`src/rtl/frame_writer_pkg.sv`:
```
// Shared screen geometry, coordinate types and writer state encoding for the pixel write path.
package frame_writer_pkg;

  localparam int FRAME_WIDTH   = 512;
  localparam int SCREEN_WIDTH  = 512;
  localparam int SCREEN_HEIGHT = 384;

  typedef logic [15:0] ScreenX;
  typedef logic [15:0] ScreenY;

  typedef enum logic [1:0] {
    WsIdle  = 2'd0,
    WsClear = 2'd1,
    WsPass  = 2'd2
  } WriterState;

  function automatic logic [63:0] sat_inc64(input logic [63:0] v);
    return (&v) ? v : v + 64'd1;
  endfunction

endpackage

```
`src/rtl/pixel_fifo.sv`:
```
// Small synchronous FIFO holding packed {x, y, color} pixels between the tracer and the BRAM.
module pixel_fifo
  import frame_writer_pkg::*;
#(
  parameter int DEPTH      = 4,
  parameter int COLOR_BITS = 16
) (
  input  logic                  clk,
  input  logic                  rst,
  input  logic                  flush,
  input  logic                  push,
  input  logic                  pop,
  input  logic [15:0]           in_x,
  input  logic [15:0]           in_y,
  input  logic [COLOR_BITS-1:0] in_color,
  output logic [15:0]           out_x,
  output logic [15:0]           out_y,
  output logic [COLOR_BITS-1:0] out_color,
  output logic                  full,
  output logic                  empty,
  output logic [$clog2(DEPTH):0] count
);

  localparam int IDX_BITS     = $clog2(DEPTH);
  localparam int PAYLOAD_BITS = $bits(ScreenX) + $bits(ScreenY) + COLOR_BITS;

  logic [PAYLOAD_BITS-1:0] r_mem [DEPTH];
  logic [IDX_BITS:0]       r_wptr;
  logic [IDX_BITS:0]       r_rptr;
  logic                    w_do_push;
  logic                    w_do_pop;

  assign count     = r_wptr - r_rptr;
  assign empty     = (r_wptr == r_rptr);
  assign full      = (count == (IDX_BITS + 1)'(DEPTH));
  // A full FIFO refuses pushes even when popped in the same cycle.
  assign w_do_push = push && !full;
  assign w_do_pop  = pop && !empty;

  assign {out_x, out_y, out_color} = r_mem[r_rptr[IDX_BITS-1:0]];

  always_ff @(posedge clk) begin
    if (rst || flush) begin
      r_wptr <= '0;
      r_rptr <= '0;
    end else begin
      if (w_do_push) r_wptr <= r_wptr + 1'b1;
      if (w_do_pop)  r_rptr <= r_rptr + 1'b1;
    end
  end

  always_ff @(posedge clk) begin
    if (w_do_push) r_mem[r_wptr[IDX_BITS-1:0]] <= {in_x, in_y, in_color};
  end

endmodule

```
`src/rtl/frame_writer.sv`:
```
// Pixel write stage: clears the visible region, then streams buffered pixels into BRAM port A
// and publishes per-frame render statistics.
module frame_writer #(
  parameter int FRAME_WIDTH   = frame_writer_pkg::FRAME_WIDTH,
  parameter int SCREEN_WIDTH  = frame_writer_pkg::SCREEN_WIDTH,
  parameter int SCREEN_HEIGHT = frame_writer_pkg::SCREEN_HEIGHT,
  parameter int ADDR_BITS     = 18,
  parameter int COLOR_BITS    = 16,
  parameter int FIFO_DEPTH    = 4
) (
  input  logic                  clk,
  input  logic                  rst,
  input  logic                  frame_start,
  input  logic [COLOR_BITS-1:0] clear_color,
  input  logic                  in_valid,
  output logic                  in_ready,
  input  logic [15:0]           in_x,
  input  logic [15:0]           in_y,
  input  logic [COLOR_BITS-1:0] in_color,
  output logic                  bram_we,
  output logic [ADDR_BITS-1:0]  bram_addr,
  output logic [COLOR_BITS-1:0] bram_din,
  output logic                  busy,
  output logic                  frame_done,
  output logic                  finished,
  output logic [63:0]           frame_cycles,
  output logic [31:0]           write_count,
  output logic [31:0]           drop_count
);

  localparam logic [1:0] ST_IDLE  = frame_writer_pkg::WsIdle;
  localparam logic [1:0] ST_CLEAR = frame_writer_pkg::WsClear;
  localparam logic [1:0] ST_PASS  = frame_writer_pkg::WsPass;

  localparam int                   LVL_BITS   = $clog2(FIFO_DEPTH) + 1;
  localparam logic [LVL_BITS-1:0]  LVL_FULL   = LVL_BITS'(FIFO_DEPTH);
  localparam logic [15:0]          LAST_X     = 16'(SCREEN_WIDTH - 1);
  localparam logic [15:0]          LAST_Y     = 16'(SCREEN_HEIGHT - 1);
  localparam logic [ADDR_BITS-1:0] ROW_STRIDE = ADDR_BITS'(FRAME_WIDTH);
  localparam bit                   STRIDE_POW2 = (FRAME_WIDTH & (FRAME_WIDTH - 1)) == 0;

  logic [1:0]            r_state;
  logic [COLOR_BITS-1:0] r_clear_color;
  logic [15:0]           r_clr_x;
  logic [15:0]           r_clr_y;
  logic [ADDR_BITS-1:0]  r_clr_base;
  logic [63:0]           r_cycles;
  logic [63:0]           r_frame_cycles;
  logic [31:0]           r_write_count;
  logic [31:0]           r_drop_count;
  logic                  r_finished;
  logic                  r_we;
  logic [ADDR_BITS-1:0]  r_addr;
  logic [COLOR_BITS-1:0] r_din;
  logic                  r_frame_done;
  logic                  r_in_ready;

  logic                  w_push;
  logic                  w_pop;
  logic                  w_flush;
  logic                  w_full;
  logic                  w_empty;
  logic [LVL_BITS-1:0]   w_count;
  logic [LVL_BITS-1:0]   w_level_d;
  logic [15:0]           w_head_x;
  logic [15:0]           w_head_y;
  logic [COLOR_BITS-1:0] w_head_color;
  logic [ADDR_BITS-1:0]  w_head_row;
  logic [ADDR_BITS-1:0]  w_head_addr;
  logic                  w_head_in_range;
  logic                  w_done;
  logic                  w_clearing;
  logic [15:0]           w_cx;
  logic [15:0]           w_cy;
  logic [ADDR_BITS-1:0]  w_cbase;
  logic [COLOR_BITS-1:0] w_ccolor;
  logic                  w_clr_last;
  logic [1:0]            w_state_d;

  pixel_fifo #(
    .DEPTH      (FIFO_DEPTH),
    .COLOR_BITS (COLOR_BITS)
  ) u_fifo (
    .clk       (clk),
    .rst       (rst),
    .flush     (w_flush),
    .push      (w_push),
    .pop       (w_pop),
    .in_x      (in_x),
    .in_y      (in_y),
    .in_color  (in_color),
    .out_x     (w_head_x),
    .out_y     (w_head_y),
    .out_color (w_head_color),
    .full      (w_full),
    .empty     (w_empty),
    .count     (w_count)
  );

  if (STRIDE_POW2) begin : g_row_shift
    assign w_head_row = ADDR_BITS'(w_head_y) << $clog2(FRAME_WIDTH);
  end else begin : g_row_mul
    assign w_head_row = ADDR_BITS'(w_head_y) * ROW_STRIDE;
  end

  // frame_start emits the first clear write itself, so the sweep starts from (0, 0) that cycle.
  assign w_clearing = frame_start || (r_state == ST_CLEAR);
  assign w_cx       = frame_start ? 16'd0 : r_clr_x;
  assign w_cy       = frame_start ? 16'd0 : r_clr_y;
  assign w_cbase    = frame_start ? '0 : r_clr_base;
  assign w_ccolor   = frame_start ? clear_color : r_clear_color;
  assign w_clr_last = (w_cx == LAST_X) && (w_cy == LAST_Y);

  assign w_head_in_range = (w_head_x <= LAST_X) && (w_head_y <= LAST_Y);
  assign w_head_addr     = w_head_row + ADDR_BITS'(w_head_x);
  assign w_pop           = (r_state == ST_PASS) && !w_empty && !frame_start;
  assign w_done          = w_pop && (w_head_x == LAST_X) && (w_head_y == LAST_Y);
  assign w_flush         = frame_start || w_done;
  assign w_push          = in_valid && r_in_ready && !frame_start;

  always_comb begin
    w_state_d = r_state;
    if (w_clearing) begin
      w_state_d = w_clr_last ? ST_PASS : ST_CLEAR;
    end else if (w_done) begin
      w_state_d = ST_IDLE;
    end
  end

  always_comb begin
    w_level_d = w_count + LVL_BITS'(w_push) - LVL_BITS'(w_pop);
    if (w_flush) w_level_d = '0;
  end

  always_ff @(posedge clk) begin
    if (rst) begin
      r_state        <= ST_IDLE;
      r_clear_color  <= '0;
      r_clr_x        <= '0;
      r_clr_y        <= '0;
      r_clr_base     <= '0;
      r_cycles       <= '0;
      r_frame_cycles <= '0;
      r_write_count  <= '0;
      r_drop_count   <= '0;
      r_finished     <= 1'b0;
      r_we           <= 1'b0;
      r_addr         <= '0;
      r_din          <= '0;
      r_frame_done   <= 1'b0;
      r_in_ready     <= 1'b0;
    end else begin
      r_state      <= w_state_d;
      r_frame_done <= w_done;
      r_in_ready   <= (w_state_d != ST_IDLE) && (w_level_d != LVL_FULL);
      r_we         <= 1'b0;

      if (w_clearing) begin
        r_we   <= 1'b1;
        r_addr <= w_cbase + ADDR_BITS'(w_cx);
        r_din  <= w_ccolor;
        if (w_cx == LAST_X) begin
          r_clr_x    <= 16'd0;
          r_clr_y    <= w_cy + 16'd1;
          r_clr_base <= w_cbase + ROW_STRIDE;
        end else begin
          r_clr_x    <= w_cx + 16'd1;
          r_clr_base <= w_cbase;
          r_clr_y    <= w_cy;
        end
      end else if (w_pop && w_head_in_range) begin
        r_we   <= 1'b1;
        r_addr <= w_head_addr;
        r_din  <= w_head_color;
      end

      if (frame_start) begin
        r_clear_color <= clear_color;
        r_cycles      <= 64'd1;
        r_write_count <= '0;
        r_drop_count  <= '0;
        r_finished    <= 1'b0;
      end else begin
        if (r_state != ST_IDLE) r_cycles <= frame_writer_pkg::sat_inc64(r_cycles);
        if (w_pop) begin
          if (w_head_in_range) r_write_count <= r_write_count + 32'd1;
          else                 r_drop_count  <= r_drop_count + 32'd1;
        end
        // The completion cycle itself is included in the latched render time.
        if (w_done) begin
          r_frame_cycles <= frame_writer_pkg::sat_inc64(r_cycles);
          r_finished     <= 1'b1;
        end
      end
    end
  end

  assign in_ready     = r_in_ready;
  assign bram_we      = r_we;
  assign bram_addr    = r_addr;
  assign bram_din     = r_din;
  assign busy         = (r_state != ST_IDLE);
  assign frame_done   = r_frame_done;
  assign finished     = r_finished;
  assign frame_cycles = r_frame_cycles;
  assign write_count  = r_write_count;
  assign drop_count   = r_drop_count;

endmodule

```
`config.mk`:
```
export PLATFORM = sky130hd
export DESIGN_NAME = frame_writer
export DESIGN_NICKNAME = d
export VERILOG_FILES = /design/src/rtl/frame_writer_pkg.sv /design/src/rtl/pixel_fifo.sv /design/src/rtl/frame_writer.sv
export SDC_FILE = /design/constraint.sdc
export NUM_CORES = 1
export LEC_CHECK = 0
export CAP_MARGIN = 20
export CORE_UTILIZATION = 40
export DETAILED_ROUTE_END_ITERATION = 10
export DONT_BUFFER_PORTS = 1
export GPL_TIMING_DRIVEN = 1
export PLACE_DENSITY = 0.59
export REMOVE_ABC_BUFFERS = 1
export SLEW_MARGIN = 0
export SYNTH_ARGS = -nofsm -noshare
export SYNTH_HDL_FRONTEND = slang
export SYNTH_HIERARCHICAL = 1
export SYNTH_SLANG_ARGS = --single-unit
```
`constraint.sdc`:
```
create_clock -name clk -period 4.3 [get_ports clk]
set_clock_uncertainty 0.15 [all_clocks]
set_input_delay 0.43 -clock clk [delete_from_list [all_inputs] [get_ports clk]]
set_output_delay 0.43 -clock clk [all_outputs]
set_load 0.02 [all_outputs]
```
==> impl_metrics.tcl, run 1 <==
set metrics [dict create \
    start_util 0.408 \
    pwr-share-clk 0.480 \
    worstSetupPathType "flop to flop" \
    cts_tree "built" \
    drc_errors 0 \
    regToRegSetupSlack_ns 0.41 \
    routed_wl_mm 54.6 \
    finalPower_mw 10.2 \
    io_buffers 0 \
    initialDrtViolationCount 832 \
    total_leakage_power_nw 8.38 \
    setup_violations 0 \
    dr.pass1.iters 5 \
    cts.root.buffer_cell "clkbuf_16" \
    worst_path_max_delay_cell "mux4_2" \
    hp-class "input port to flop" \
    required_ns 4.68 \
    cts_resized 0 \
    rsz0062_at_grt "false" \
    drv_cap 0 \
    clock.fmax_ghz 0.257 \
    die_area_um2 56300 \
    slowest_delay_ns 0.53 \
    cp.arrival_ns 4.26 \
    power_density_nw_per_um2 397 \
    ff2ff_path_depth 12 \
    drive_above_1_share 0.101 \
    finalNetCount 2248 \
    sw_frac_of_total 0.215 \
    grt_pass1_vias 15200 \
    critPathLaunchType "flop" \
    gr-total-overflow 0 \
    report.final.hold_viol_count 0 \
    syn_area_per_cell_um2 10.6 \
    num_rows 85 \
    dpl.hpwl_mm 36.1 \
    ctsHtreeMaxLevel 2 \
    gp_congestion 0.843 \
    worst_setup_path_end_kind "flop" \
    period_share 0.904 \
    num_vias 15500 \
    p_switching_mw 2.19 \
    postSynthCellCount 2087 \
    clock_sinks 498 \
    holdPathStages 5 \
    relSlewSlack 0.441 \
    ctsLongestPathBuffers 3 \
    hold_ws_ns 0.0629 \
    peakVddDrop_mv 0.372 \
    layoutNonFillerInstCount 2885 \
    dp.cells 2711 \
    p_int_mw 7.98 \
    viasPerCell 5.38 \
    clk_latency_ns 0.61 \
    hold_end "r_clr_x[15]$_SDFFE_PP0N_" \
    grt_usage 0.192 \
    setup-tns-final_ns 0 \
    grt_pass1_wl_mm 85.9 \
    clk_pin_slew_worst_paths_ns 0.06 \
    dp_slack_ns 0.377 \
    worst_slack_ns 0.414 \
    path_max_fanout 34 \
    outcome "finished, final reports clean" \
    cts-buffers-inserted 55 \
    crit_chain "buf_4 > mux4_2 > nor4_1 > nand4_1 > nor3_2 > buf_12 > nand3_1 > nor4_1 > buf_4 > nand2_1 > or3_1 > a21oi_1" \
    chipWidth_um 237 \
    ios 235 \
    wire_per_inst_um 18.9 \
    p_comb_frac 0.030 \
    die_y_um 237 \
    core_um2 54200 \
    grt_max_degree 149 \
    netlist_area_um2 22100 \
    ys_warn_count 6 \
    syn_to_final_growth_pct 15.7 \
    tightest_slew_ns 0.833 \
    antenna_found_initial 2 \
    power.share.sequential 0.490 \
    ant_nets 0 \
    reg2reg_to "write_count[29]$_SDFFE_PP0P_" \
    period_needed_ns 3.89 \
    post_cts_buffers 0 \
    min_from "frame_start" \
    finalMaxSlewViolations 0 \
]
==> power groups by stage <==
stage                     combinational, mW  clock [mW]  sequential [mW]
after floorplan                       0.134           0             5.08
after global placement                0.195           0             5.09
after detailed placement              0.198           0             5.09
after CTS                             0.309        5.01             4.98
after global routing                  0.337        5.21             4.98
final                                 0.307        4.88             4.98
==> metrics by stage <==
stage | area, um2 | utilization
global route | 25600 | 0.472
CTS | 25600 | 0.472
global placement | 22900 | 0.423
floorplan | 21700 | -
detailed placement | 22900 | 0.423
finish | 25600 | 0.472
==> placed cells by master (no fill, tap or decap), drive strengths merged, types with 21 or more instances in the layout <==
cell	instances
a211oi	58
a21oi	62
a311oi	25
and2	26
and3	28
and4	21
buf	35
clkbuf	81
dfxtp	306
dlygate4sd3	68
edfxtp	192
ha	35
inv	27
mux2i	22
mux4	48
nand2	174
nand3	79
nand4	44
nor2	317
nor2b	52
nor3	38
o21ai	72
or3	35
xnor2	85
xor2	124
==> area by class of cell <==
type	instances	area (um2)
fill	4944	28600
sequential	498	11900
multi-input combinational	1458	9760
clock buffer	81	1580
timing repair buffer	103	1060
tap	696	871
clock inverter	22	328
inverter	26	97.6
antenna	1	2.50
==> routing by layer <==
metal | global-route usage | up-vias | wire length [um]
li1 | - | 7563 | -
met1 | 0.245 | 7491 | 23800
met2 | 0.323 | 366 | 26100
met3 | 0.0401 | 96 | 3040
met4 | 0.0657 | 0 | 1630
met5 | 0 | - | 0
==> how the worst max path moves through the flow <==
stage	endpoint
2_1_floorplan	write_count[30]$_SDFFE_PP0P_
3_3_place_gp	write_count[29]$_SDFFE_PP0P_
3_5_place_dp	write_count[29]$_SDFFE_PP0P_
4_1_cts	write_count[29]$_SDFFE_PP0P_
5_1_grt	write_count[29]$_SDFFE_PP0P_
6_report	write_count[29]$_SDFFE_PP0P_
==> timing repair <==
item                                   CTS  global route
hold buffers                            70             0
setup endpoints to repair                0             0
endpoints found under the hold margin  345             0
==> critical path, delay by kind of cell, from the launching register on <==
family                 cells  cell delay [ns]
and+or+nand+nor            7             1.71
muxes                      1             0.53
DFF                        1             0.48
buffers and inverters      3             0.75
AOI/OAI and AO/OA          1             0.15
==> flip-flops by register name, summed over array words and instances (netlist names), named ones only <==
signal / cells
bram_addr: 18
bram_din: 16
bram_we: 1
drop_count: 32
finished: 1
frame_cycles: 64
frame_done: 1
in_ready: 1
r_clear_color: 16
r_clr_base: 18
r_clr_x: 16
r_clr_y: 16
r_cycles: 64
r_state: 2
u_fifo/r_mem: 192
u_fifo/r_rptr: 3
u_fifo/r_wptr: 3
write_count: 32
Note: power is estimated with default switching activity, not from simulation.
==> run 2, diff against run 1 <==
- CTS_CLUSTER_DIAMETER: unset -> 200
==> results of run 2 <==
The final DEF is identical to that of run 1; final timing and power are the same.
==> run 3, diff against run 2 <==
- CORE_MARGIN: unset -> 5
- GPL_ROUTABILITY_DRIVEN: unset -> 0
==> run 3 against run 2 <==
  * Utilization fell by 0.46 points
  * Combinational power fell by 2%
  * Routed wire length fell by 0.48%
  * Largest cell class unchanged
  * Fmax rose by 2.9%
  * Final area rose by 0.39%
  * Die area rose by 6.9%
  * Clock power rose by 5.9%
  * Hold slack got worse by 0.019 ns
  * Critical endpoint unchanged
  * Sequential power barely moved
==> impl_metrics.tcl, run 3 (synthesis results as in run 1) <==
set metrics [dict create \
    outcome "finished, final reports clean" \
    hp-class "input port to flop" \
    num_vias 15400 \
    ctsLongestPathBuffers 3 \
    setup_violations 0 \
    viasPerCell 5.27 \
    ff2ff_path_depth 11 \
    die_area_um2 60100 \
    cts_tree "built" \
    post_cts_buffers 0 \
    drc_errors 0 \
    fill_cells 5046 \
    clock_sinks 498 \
    regToRegSetupSlack_ns 0.52 \
    grt_usage 0.176 \
    die_y_um 245 \
    clk_pin_slew_worst_paths_ns 0.06 \
    core_um2 55000 \
    total_leakage_power_nw 8.42 \
    worstSetupPathType "flop to flop" \
    ios 235 \
    wire_per_inst_um 18.5 \
    grt_max_degree 148 \
    reg2reg_to "write_count[29]$_SDFFE_PP0P_" \
    rsz0062_at_grt "false" \
    initialDrtViolationCount 915 \
    period_needed_ns 3.78 \
    finalPower_mw 10.5 \
    dpl.hpwl_mm 36.0 \
    finalNetCount 2243 \
    ctsHtreeMaxLevel 2 \
    dp.cells 2761 \
    largest_reg_flops 192 \
    tightest_slew_ns 0.910 \
    num_rows 86 \
    grt_pass1_wl_mm 85.9 \
    drv_cap 0 \
    cp.arrival_ns 4.15 \
    ant_nets 0 \
    io_buffers 0 \
    mostFrequentLayoutCell "nor2_1" \
    dr.pass1.iters 5 \
    finalMaxSlewViolations 0 \
    clk_latency_ns 0.61 \
    critPathBufInv 2 \
    cts.root.buffer_cell "clkbuf_16" \
    report.final.hold_viol_count 0 \
    clock.fmax_ghz 0.265 \
    relSlewSlack 0.390 \
    routed_wl_mm 54.3 \
    gr-total-overflow 0 \
    peakVddDrop_mv 0.346 \
    antenna_found_initial 2 \
    period_share 0.878 \
    min_from "frame_start" \
    worst_path_max_delay_cell "dfxtp_4" \
    crit_family "simple AND/OR/NAND/NOR gates" \
    hold_end "r_clr_x[6]$_SDFFE_PP0N_" \
    required_ns 4.67 \
    critPathLaunchType "flop" \
    layout_common_cells "315 x nor2_1, 304 x dfxtp_1, 192 x edfxtp_1" \
    slowest_delay_ns 0.63 \
    grt_pass1_vias 15400 \
    path_max_fanout 23 \
    drive_above_1_share 0.104 \
    crit_chain "mux4_2 > nor4_1 > nand4_1 > nor3_2 > buf_4 > nand3_1 > nor4_1 > buf_4 > nand2_1 > or3_1 > a21oi_1" \
    layoutNonFillerInstCount 2933 \
    start_util 0.402 \
    cts-buffers-inserted 54 \
    power_density_nw_per_um2 407 \
    worst_setup_path_end_kind "flop" \
    holdPathStages 3 \
    chipWidth_um 245 \
    syn_to_final_growth_pct 16.1 \
]
==> run 3: area by class of cell <==
| type | count | area [um2] | area share |
|---|---|---|---|
| Inverter | 26 | 97.6 | 0.00380 |
| Multi-Input combinational cell | 1458 | 9760 | 0.380 |
| Tap cell | 748 | 936 | 0.0364 |
| Sequential cell | 498 | 11900 | 0.463 |
| Timing Repair Buffer | 99 | 973 | 0.0379 |
| Clock buffer | 61 | 1410 | 0.0548 |
| Clock inverter | 41 | 613 | 0.0239 |
| Antenna cell | 2 | 5.00 | 0.000195 |
==> run 3: worst register-to-register path, stage by stage (launching register included) <==
cell     delay (ns)
dfxtp_4        0.63
mux4_2         0.62
nor4_1         0.46
nand4_1        0.31
nor3_2         0.22
buf_4          0.22
nand3_1        0.16
nor4_1         0.22
buf_4          0.19
nand2_1        0.09
or3_1          0.31
a21oi_1        0.13
==> run 3: metrics by stage <==
step           TNS [ns]  hold WS [ns]   util  instance area (um2)  setup WS [ns]
2_1_floorplan   -220.16         0.271      -                21700          -2.99
3_3_place_gp          0         0.285  0.417                22900          0.400
3_5_place_dp          0         0.286  0.417                22900          0.314
4_1_cts               0       0.00314  0.467                25700          0.277
5_1_grt               0        0.0156  0.467                25700          0.151
6_report              0        0.0434  0.467                25700          0.524
==> run 3: repair_timing <==
action,in CTS,in global routing
setup endpoints to repair,0,4
hold buffers,68,0
endpoints found under the hold margin,340,0
gates resized for setup,0,1
==> run 3: where the power goes <==
| group | leakage [nW] | internal [mW] | switching [mW] |
|---|---|---|---|
| clock network | 0.994 | 3.21 | 1.95 |
| registers | 4.21 | 4.94 | 0.0475 |
| logic | 3.22 | 0.117 | 0.184 |
| total | 8.42 | 8.27 | 2.19 |
==> run 3: worst max-delay path by stage <==
stage | start | endpoint | slack (ns) | depth (start not counted)
final | flop | write_count[29]$_SDFFE_PP0P_ | 0.52 | 11
after global routing | flop | write_count[22]$_SDFFE_PP0P_ | 0.15 | 10
after CTS | flop | write_count[26]$_SDFFE_PP0P_ | 0.28 | 10
after detailed placement | flop | write_count[26]$_SDFFE_PP0P_ | 0.31 | 10
after global placement | flop | write_count[30]$_SDFFE_PP0P_ | 0.40 | 10
after floorplan | flop | write_count[30]$_SDFFE_PP0P_ | -2.99 | 9
==> run 3: metal layers <==
| layer | share of wire | track usage | up-vias |
|---|---|---|---|
| met5 | 0 | 0 | - |
| met4 | 0.021 | 0.0457 | 0 |
| met3 | 0.057 | 0.0387 | 74 |
| met2 | 0.49 | 0.303 | 323 |
| met1 | 0.44 | 0.227 | 7496 |
| li1 | - | - | 7552 |
